## src/rtl/result_browser_pkg.sv

```systemverilog
`default_nettype none
// ============================================================================
// Module  : result_browser_pkg
// Brief   : Shared state encoding and default parameter values for the
//           result browser.
// Rev     : 1.0  initial release
// ============================================================================
package result_browser_pkg;

    localparam int c_def_data_w    = 32;
    localparam int c_def_addr_w    = 16;
    localparam int c_def_hdr_word  = 0;
    localparam int c_def_base_word = 256;
    localparam int c_def_cnt_w     = 8;
    localparam int c_def_db_cycles = 65536;

    typedef enum logic [2:0] {
        IDLE      = 3'd0,
        HDR_ADDR  = 3'd1,
        HDR_LATCH = 3'd2,
        EMPTY     = 3'd3,
        FETCH     = 3'd4,
        SHOW      = 3'd5
    } state_t;

endpackage
`default_nettype wire

```

## src/rtl/btn_debounce.sv

```systemverilog
`default_nettype none
// ============================================================================
// Module  : btn_debounce
// Brief   : 2-FF synchronizer, stable-time debounce and one-clock pulse on
//           the debounced rising edge.
// Rev     : 1.0  initial release
// ============================================================================
module btn_debounce #(
    parameter int DB_CYCLES = 65536
) (
    input  logic clk,
    input  logic rst_n,
    input  logic btn,
    output logic pulse
);

    localparam int c_cnt_w = $clog2(DB_CYCLES + 1);
    localparam logic [c_cnt_w-1:0] c_cnt_max = c_cnt_w'(DB_CYCLES - 1);

    logic               r_sync1;
    logic               r_sync2;
    logic               r_level;
    logic               r_pulse;
    logic [c_cnt_w-1:0] r_cnt;

    // The level flips only after DB_CYCLES consecutive samples that disagree with it.
    always_ff @(posedge clk or negedge rst_n) begin
        if (!rst_n) begin
            r_sync1 <= 1'b0;
            r_sync2 <= 1'b0;
            r_level <= 1'b0;
            r_pulse <= 1'b0;
            r_cnt   <= '0;
        end else begin
            r_sync1 <= btn;
            r_sync2 <= r_sync1;
            r_pulse <= 1'b0;
            if (r_sync2 == r_level) begin
                r_cnt <= '0;
            end else if (r_cnt == c_cnt_max) begin
                r_level <= r_sync2;
                r_pulse <= r_sync2;
                r_cnt   <= '0;
            end else begin
                r_cnt <= r_cnt + 1'b1;
            end
        end
    end

    assign pulse = r_pulse;

endmodule
`default_nettype wire

```

## src/rtl/result_browser.sv

```systemverilog
`default_nettype none
// ============================================================================
// Module  : result_browser
// Brief   : After core completion, reads a result count and lets two buttons
//           step through the result entries held in data memory.
// Rev     : 1.0  initial release
// ============================================================================
module result_browser
    import result_browser_pkg::*;
#(
    parameter int DATA_W    = c_def_data_w,
    parameter int ADDR_W    = c_def_addr_w,
    parameter int HDR_WORD  = c_def_hdr_word,
    parameter int BASE_WORD = c_def_base_word,
    parameter int CNT_W     = c_def_cnt_w,
    parameter int DB_CYCLES = c_def_db_cycles
) (
    input  logic              clk,
    input  logic              rst_n,
    input  logic              finish,
    input  logic              btn_up,
    input  logic              btn_down,
    input  logic [DATA_W-1:0] mem_rd,
    output logic [ADDR_W-1:0] mem_addr,
    output logic              bus_own,
    output logic [CNT_W-1:0]  count,
    output logic [CNT_W-1:0]  index,
    output logic [DATA_W-1:0] value,
    output logic              value_vld
);

    localparam logic [CNT_W-1:0] c_one = CNT_W'(1);

    state_t             r_state;
    logic [ADDR_W-1:0]  r_mem_addr;
    logic               r_bus_own;
    logic [CNT_W-1:0]   r_count;
    logic [CNT_W-1:0]   r_index;
    logic [DATA_W-1:0]  r_value;
    logic               r_value_vld;

    logic               w_up;
    logic               w_down;
    logic               w_press;
    logic [CNT_W-1:0]   w_hdr_cnt;
    logic [CNT_W-1:0]   w_idx_up;
    logic [CNT_W-1:0]   w_idx_dn;
    logic [CNT_W-1:0]   w_idx_sel;

    btn_debounce #(.DB_CYCLES(DB_CYCLES)) u_db_up (
        .clk   (clk),
        .rst_n (rst_n),
        .btn   (btn_up),
        .pulse (w_up)
    );

    btn_debounce #(.DB_CYCLES(DB_CYCLES)) u_db_down (
        .clk   (clk),
        .rst_n (rst_n),
        .btn   (btn_down),
        .pulse (w_down)
    );

    function automatic logic [ADDR_W-1:0] fetch_addr(input logic [CNT_W-1:0] idx);
        return ADDR_W'(BASE_WORD) + ADDR_W'(idx);
    endfunction

    // Simultaneous presses cancel; count=1 wraps onto itself in both directions.
    assign w_press   = w_up ^ w_down;
    assign w_hdr_cnt = mem_rd[DATA_W-1 -: CNT_W];
    assign w_idx_up  = (r_index == r_count - c_one) ? '0 : r_index + c_one;
    assign w_idx_dn  = (r_index == '0) ? r_count - c_one : r_index - c_one;
    assign w_idx_sel = w_up ? w_idx_up : w_idx_dn;

    always_ff @(posedge clk or negedge rst_n) begin
        if (!rst_n) begin
            r_state     <= IDLE;
            r_mem_addr  <= '0;
            r_bus_own   <= 1'b0;
            r_count     <= '0;
            r_index     <= '0;
            r_value     <= '0;
            r_value_vld <= 1'b0;
        end else if (!finish && r_state != IDLE) begin
            r_state   <= IDLE;
            r_bus_own <= 1'b0;
        end else begin
            case (r_state)
                IDLE: begin
                    if (finish) begin
                        r_state    <= HDR_ADDR;
                        r_bus_own  <= 1'b1;
                        r_mem_addr <= ADDR_W'(HDR_WORD);
                    end
                end
                HDR_ADDR: r_state <= HDR_LATCH;
                HDR_LATCH: begin
                    r_count     <= w_hdr_cnt;
                    r_index     <= '0;
                    r_value_vld <= 1'b0;
                    if (w_hdr_cnt == '0) begin
                        r_state <= EMPTY;
                        r_value <= '0;
                    end else begin
                        r_state    <= FETCH;
                        r_mem_addr <= fetch_addr('0);
                    end
                end
                EMPTY: r_state <= EMPTY;
                FETCH: begin
                    r_state     <= SHOW;
                    r_value     <= mem_rd;
                    r_value_vld <= 1'b1;
                end
                SHOW: begin
                    if (w_press) begin
                        r_state     <= FETCH;
                        r_index     <= w_idx_sel;
                        r_mem_addr  <= fetch_addr(w_idx_sel);
                        r_value_vld <= 1'b0;
                    end
                end
                default: r_state <= IDLE;
            endcase
        end
    end

    assign mem_addr  = r_mem_addr;
    assign bus_own   = r_bus_own;
    assign count     = r_count;
    assign index     = r_index;
    assign value     = r_value;
    assign value_vld = r_value_vld;

endmodule
`default_nettype wire

```

## config.mk

```make
export PLATFORM = sky130hd
export DESIGN_NAME = result_browser
export DESIGN_NICKNAME = d
export VERILOG_FILES = /design/src/rtl/result_browser_pkg.sv /design/src/rtl/btn_debounce.sv /design/src/rtl/result_browser.sv
export SDC_FILE = /design/constraint.sdc
export NUM_CORES = 1
export LEC_CHECK = 0
export ABC_AREA = 0
export CAP_MARGIN = 10
export CORE_AREA = 5 5 133 135
export CTS_CLUSTER_SIZE = 20
export DETAILED_ROUTE_END_ITERATION = 16
export DIE_AREA = 0 0 138 140
export PLACE_DENSITY_LB_ADDON = 0.12
export SYNTH_ARGS = -nofsm -noshare
export SYNTH_HDL_FRONTEND = slang
export SYNTH_HIERARCHICAL = 1
export SYNTH_SLANG_ARGS = --single-unit
export TNS_END_PERCENT = 50
```

## constraint.sdc

```tcl
create_clock -name clk -period 6.2 [get_ports clk]
set_input_delay 1.24 -clock clk [delete_from_list [all_inputs] [get_ports clk]]
set_output_delay 1.24 -clock clk [all_outputs]
set_load 0.02 [all_outputs]
```

## After elaboration in Yosys (flattened, before gate mapping)

Index checks and enable logic that the tools add are counted.

| storage, ports and cells | value |
|---|---|
| register bits | 111 |
| input port bits | 37 |
| output and inout port bits | 66 |
| logic and storage cells | 93 |

| operators by class | value |
|---|---|
| $add $sub $neg | 6 |
| equal/unequal tests | 16 |
| muxes and demuxes | 29 |
| bitwise gates (word level) | 4 |
| reduce and logical (&&, ||, !) cells | 21 |

Operators with widths:

| operator | number |
|---|---|
| 17-bit two-way mux | 4 |
| 32-bit one-hot mux with 2 select lines | 1 |
| 16-bit two-way mux | 3 |
| 16-bit one-hot mux with 3 select lines | 1 |
| 17-bit by 1-bit adder with 17-bit output, second input constant | 2 |
| 17-bit by 16-bit == test with 1-bit output, second input constant | 2 |
| 32-bit two-way mux | 1 |
| 8-bit two-way mux | 4 |
| 3-bit one-hot mux with 6 select lines | 1 |
| 8-bit logical NOT | 2 |
| 8-bit one-hot mux with 2 select lines | 1 |
| 8-bit by 1-bit subtractor with 8-bit output, second input constant | 2 |
| 3-bit two-way mux | 4 |
| 9-bit by 8-bit adder with 10-bit output, first input constant | 1 |
| 2-bit AND reduction | 5 |
| 3-bit AND reduction | 3 |
| 3-bit nonzero test | 3 |
| 8-bit by 1-bit adder with 8-bit output, second input constant | 1 |
| 8-bit == test | 1 |
| 1-bit two-way mux | 8 |
| 2-bit inequality test, second input constant | 4 |
| 2-bit nonzero test | 4 |
| 3-bit by 2-bit == test with 1-bit output, second input constant | 2 |
| 3-bit == test, second input constant | 2 |
| 10 further kinds | 14 |

## Logic depth before layout (Yosys ltp)

| depth | value |
|---|---|
| word-level depth | 7 |
| depth in mapped cells | 9 |
| depth with buffers taken out | 8 |

## Hierarchy

The synthesis kept the hierarchy.

Modules (own cells, without submodules):

| module | times used | cells each | area an instance (um2) | seq. area each (um2) |
|---|---|---|---|---|
| result_browser | 1 | 334 | 3414.5 | 1551.5 |
| btn_debounce | 2 | 86 | 950.9 | 525.5 |

## Least setup slack after synthesis

OpenSTA, ideal clock, no wires.

| path | value |
|---|---|
| path kind | input-to-reg |
| start | input port mem_rd[28] |
| end | register r_mem_addr[2], in the netlist mem_addr[2] |
| library setup time | 0.121 ns |
| arrival | 2.943 ns |
| data required time | 6.079 ns |
| slack | 3.136 ns |
| stages | 7 |
| buffers on the path | 1 |
| cell sequence | or4_1 nor2_1 nor3_1 o211ai_1 clkbuf_1 nor2_1 a22o_1 |

| between the ends | value |
|---|---|
| longest elaborated chain between the ends | 3 |

Ends and longest elaborated chain:

| item | RTL line | RTL |
|---|---|---|
| from (decl) | result_browser.sv:23 | `input logic [DATA_W-1:0] mem_rd,` |
| 8-bit logical NOT | result_browser.sv:101 | `if (w_hdr_cnt == '0) begin` |
| 2-bit inequality test (no line) | -- |  |
| 5-bit AND reduction (no line) | -- |  |
| to (signal assigned) | result_browser.sv:93 | `r_mem_addr <= ADDR_W'(HDR_WORD);` |
| to (signal assigned) | result_browser.sv:106 | `r_mem_addr <= fetch_addr('0);` |
| to (signal assigned) | result_browser.sv:119 | `r_mem_addr <= fetch_addr(w_idx_sel);` |
| to (decl) | result_browser.sv:35 | `logic [ADDR_W-1:0] r_mem_addr;` |

Every way passes these cells.
A chain may end at the register's enable or synchronous reset.

## Worst setup path in the final report

| path | value |
|---|---|
| start | input port mem_rd[24] |
| end | register r_mem_addr[3], in the netlist mem_addr[3] |

Same word-level chain as after synthesis.

==> impl_metrics.csv <==
group,metric,value,unit
pwr,leakage,2.864,nW
sta,maxSlewViolCount,0,
setup_path,start_kind,"primary input",
finish,postLayoutCellArea,0.006689,mm2
sta,finalHoldViolCount,0,
global_route,grt_max_degree,59,
place,hpwl,9661,um
global_route,gr-total-overflow,0,
finish,area_delta_synth_final,25.82,%
finish,drive_gt1_frac,0.07107,
synthesis,syn_avg_cell_area,10.51,um2
finish,nFillCells,1625,
synthesis,yosysSeqAreaShare,0.4895,
hold_path,hp-class,"register to register",
sta,setup_slack,2.443,ns
synthesis,ys_types,62,
place,io_buffers,95,
synthesis,synth_edf_count,0,
setup_path,path_common_cell,"nor2_1",
sta,period_minus_slack,3.757,ns
clock_network,cts_setup_buffers,0,
global_route,antenna_found_initial,0,
global_route,met2_usage,0.2503,
clock_network,cts_inserted_buffers,9,
clock_network,cts_root_buf,"clkbuf_16",
detailed_routing,ant_nets,0,
synthesis,yosysTopAreaCellShare,0.4895,
global_route,grt_pass1_wl,22270,um
sta,timing.final.crit_share,0.6060,
finish,final_cell_mix,"dfrtp_1 (104), clkdlybuf4s50_1 (94), nor2_1 (55)",
run,max_cap_violations,0,
floorplan,die_area,0.01932,mm2
sta,skew,0.006759,ns
sta,finalSetupViolations,0,
synthesis,synth-seq-cells,104,
synthesis,synth_top_flop_cell,"dfrtp_1",
setup_path,crit_type,"primary input to register",
synthesis,async_flop_share,1.000,
detailed_routing,wl_per_cell,16.55,um
clock_network,cts_tree,"built",
global_route,grt-busiest-layer,"met2",
floorplan,num_io_pins,103,
sta,finalSetupTns,0,ns
pwr,ir_worst_vdd,190.6,uV
pwr,p_per_area,460.3,mW/mm2
finish,diodes,0,
place,dp.cells,795,
global_route,grtUsageMet3,0.03102,
finish,final_common_cell,"dfrtp_1",
place,gp_congestion,0.7855,
floorplan,die_w,138,um
clock_network,clk_pin_slew,0.07,ns
sta,grt_setup_unrepaired,"no",
detailed_routing,drcViolationCount,0,
finish,final_cells,811,
sta,relSlewSlack,0.2375,
floorplan,start_util,0.3252,
synthesis,netlist_area,0.005316,mm2
place,pre_cts_slack,2.102,ns
place,dpl_cell_area,0.006404,mm2
setup_path,cp.arrival,3.99,ns
sta,timing.fmax,0.2662,GHz
setup_path,cp.required,6.43,ns
floorplan,core-area,0.01635,mm2
clock_network,clock_sinks,104,
setup_path,critPathMaxFanout,15,
global_route,grt_usage,0.1407,
synthesis,synthesis.instances,506,
setup_path,cp_cell_sequence,"clkdlybuf4s50_1 -> or4_1 -> nor2_1 -> nor3_1 -> o211ai_1 -> nor2_1 -> a32o_1",
synthesis,synth.largest_area_cell,"dfrtp_1",
global_route,grt_pass1_vias,4117,
floorplan,die_y,140,um
floorplan,placementRows,47,
detailed_routing,drt-pass1-iter-count,4,
finish,nets,631,
clock_network,post_cts_resized,0,
clock_network,clk_latency,0.35,ns
status,status,"completed",
clock_network,ctsHoldBuffers,0,
detailed_routing,viasPerCell,5.038,
setup_path,critPathSlowestCell,"o211ai_1",
detailed_routing,vias,4086,
synthesis,yosysWarningCount,6,
clock_network,clk_path_buf_depth,2,
detailed_routing,drt_iter0_markers,159,
global_route,met1_usage,0.1734,
clock_network,h-tree-depth,3,
setup_path,cp-end-kind,"register",
setup_path,cp_slowest_stage_delay,0.93,ns
sta,tightest_slew,1.139,ns
synthesis,synthTopCellsByArea,"dfrtp_1 (49%), a22o_1 (6.8%), xnor2_1 (4.1%)",
detailed_routing,routed_wl,13430,um
## Yosys cell counts, types with 4 or more instances
library cell / n
a22o_1: 41
o21ai_0: 15
mux2i_1: 4
xnor2_1: 25
buf_4: 7
ha_1: 8
o21ai_1: 4
nand2_1: 30
nor3_1: 19
xor2_1: 22
nor4_1: 12
mux2_2: 7
buf_6: 4
o31ai_1: 5
or3_1: 8
a21oi_1: 5
and2_1: 6
nand4_1: 8
nor2_1: 55
clkbuf_1: 21
inv_1: 14
nand3_1: 15
dfrtp_1: 104
## per-layer routing
layer  routed length [um]  share of wire  up-vias
met5                    0              0        -
met4                  156          0.012        0
met3                  445          0.033       13
met2                 7032           0.52       59
met1                 5791           0.43     2057
li1                     -              -     1957
## where the power goes
group	switching, mW	internal (mW)
logic	0.763	0.700
clock network	0.256	0.297
registers	0.205	0.858
total	1.22	1.85
## metrics by stage
stage / total power [mW] / hold WS [ns] / util
global route: 3.290 / 0.3566 / 0.4092
detailed placement: 2.556 / 0.3362 / 0.3917
global placement: 2.544 / 0.3341 / 0.3917
finish: 3.079 / 0.3494 / 0.4092
floorplan: 1.959 / 0.3312 / -
CTS: 3.127 / 0.3522 / 0.4092
## sequential cells by signal (all words and copies together), names as in the netlist, 3 cells and up
signal           flops
value               32
count                8
u_db_down/r_cnt     17
u_db_up/r_cnt       17
index                8
mem_addr             9
r_state              3
## layout make-up
class / count / area [um2] / area share
Tap cell: 220 / 275.3 / 0.04115
Clock inverter: 3 / 25.02 / 0.003741
Inverter: 14 / 52.55 / 0.007856
Timing Repair Buffer: 97 / 963.4 / 0.1440
Multi-Input combinational cell: 360 / 2510 / 0.3752
Clock buffer: 13 / 260.3 / 0.03891
Sequential cell: 104 / 2603 / 0.3891
## cell families after synthesis
logic type / Yosys count / share of synthesized area
multiplexers: 13 / 0.02801
AND/OR/NAND/NOR: 185 / 0.1883
flip-flops: 104 / 0.4895
buffers and inverters: 48 / 0.04471
adder cells (fa/ha/maj): 8 / 0.01883
XOR/XNOR: 50 / 0.09014
AO/OA/AOI/OAI: 97 / 0.1398
other: 1 / 0.0007054
## worst max-delay path, delay by kind of cell
family / cells / cell delay [ns]
buf+inv: 1 / 0.44
compound gates: 2 / 1.21
simple gates: 4 / 1.10
## worst paths after layout
path,startpoint,endpoint,slack [ns],cells after the start
worst min register to register,u_db_up/r_sync1,u_db_up/r_sync2,0.35,0
worst max-delay path,mem_rd[24],mem_addr[3],2.44,7
worst max register to register,count[2],index[0],2.91,6
min in group asynchronous,rst_n,mem_addr[5],0.90,1
max in group asynchronous,rst_n,value[11],4.12,2
worst min-delay path,u_db_up/r_sync1,u_db_up/r_sync2,0.35,0
No activity file was read; power rests on OpenSTA's default activity.
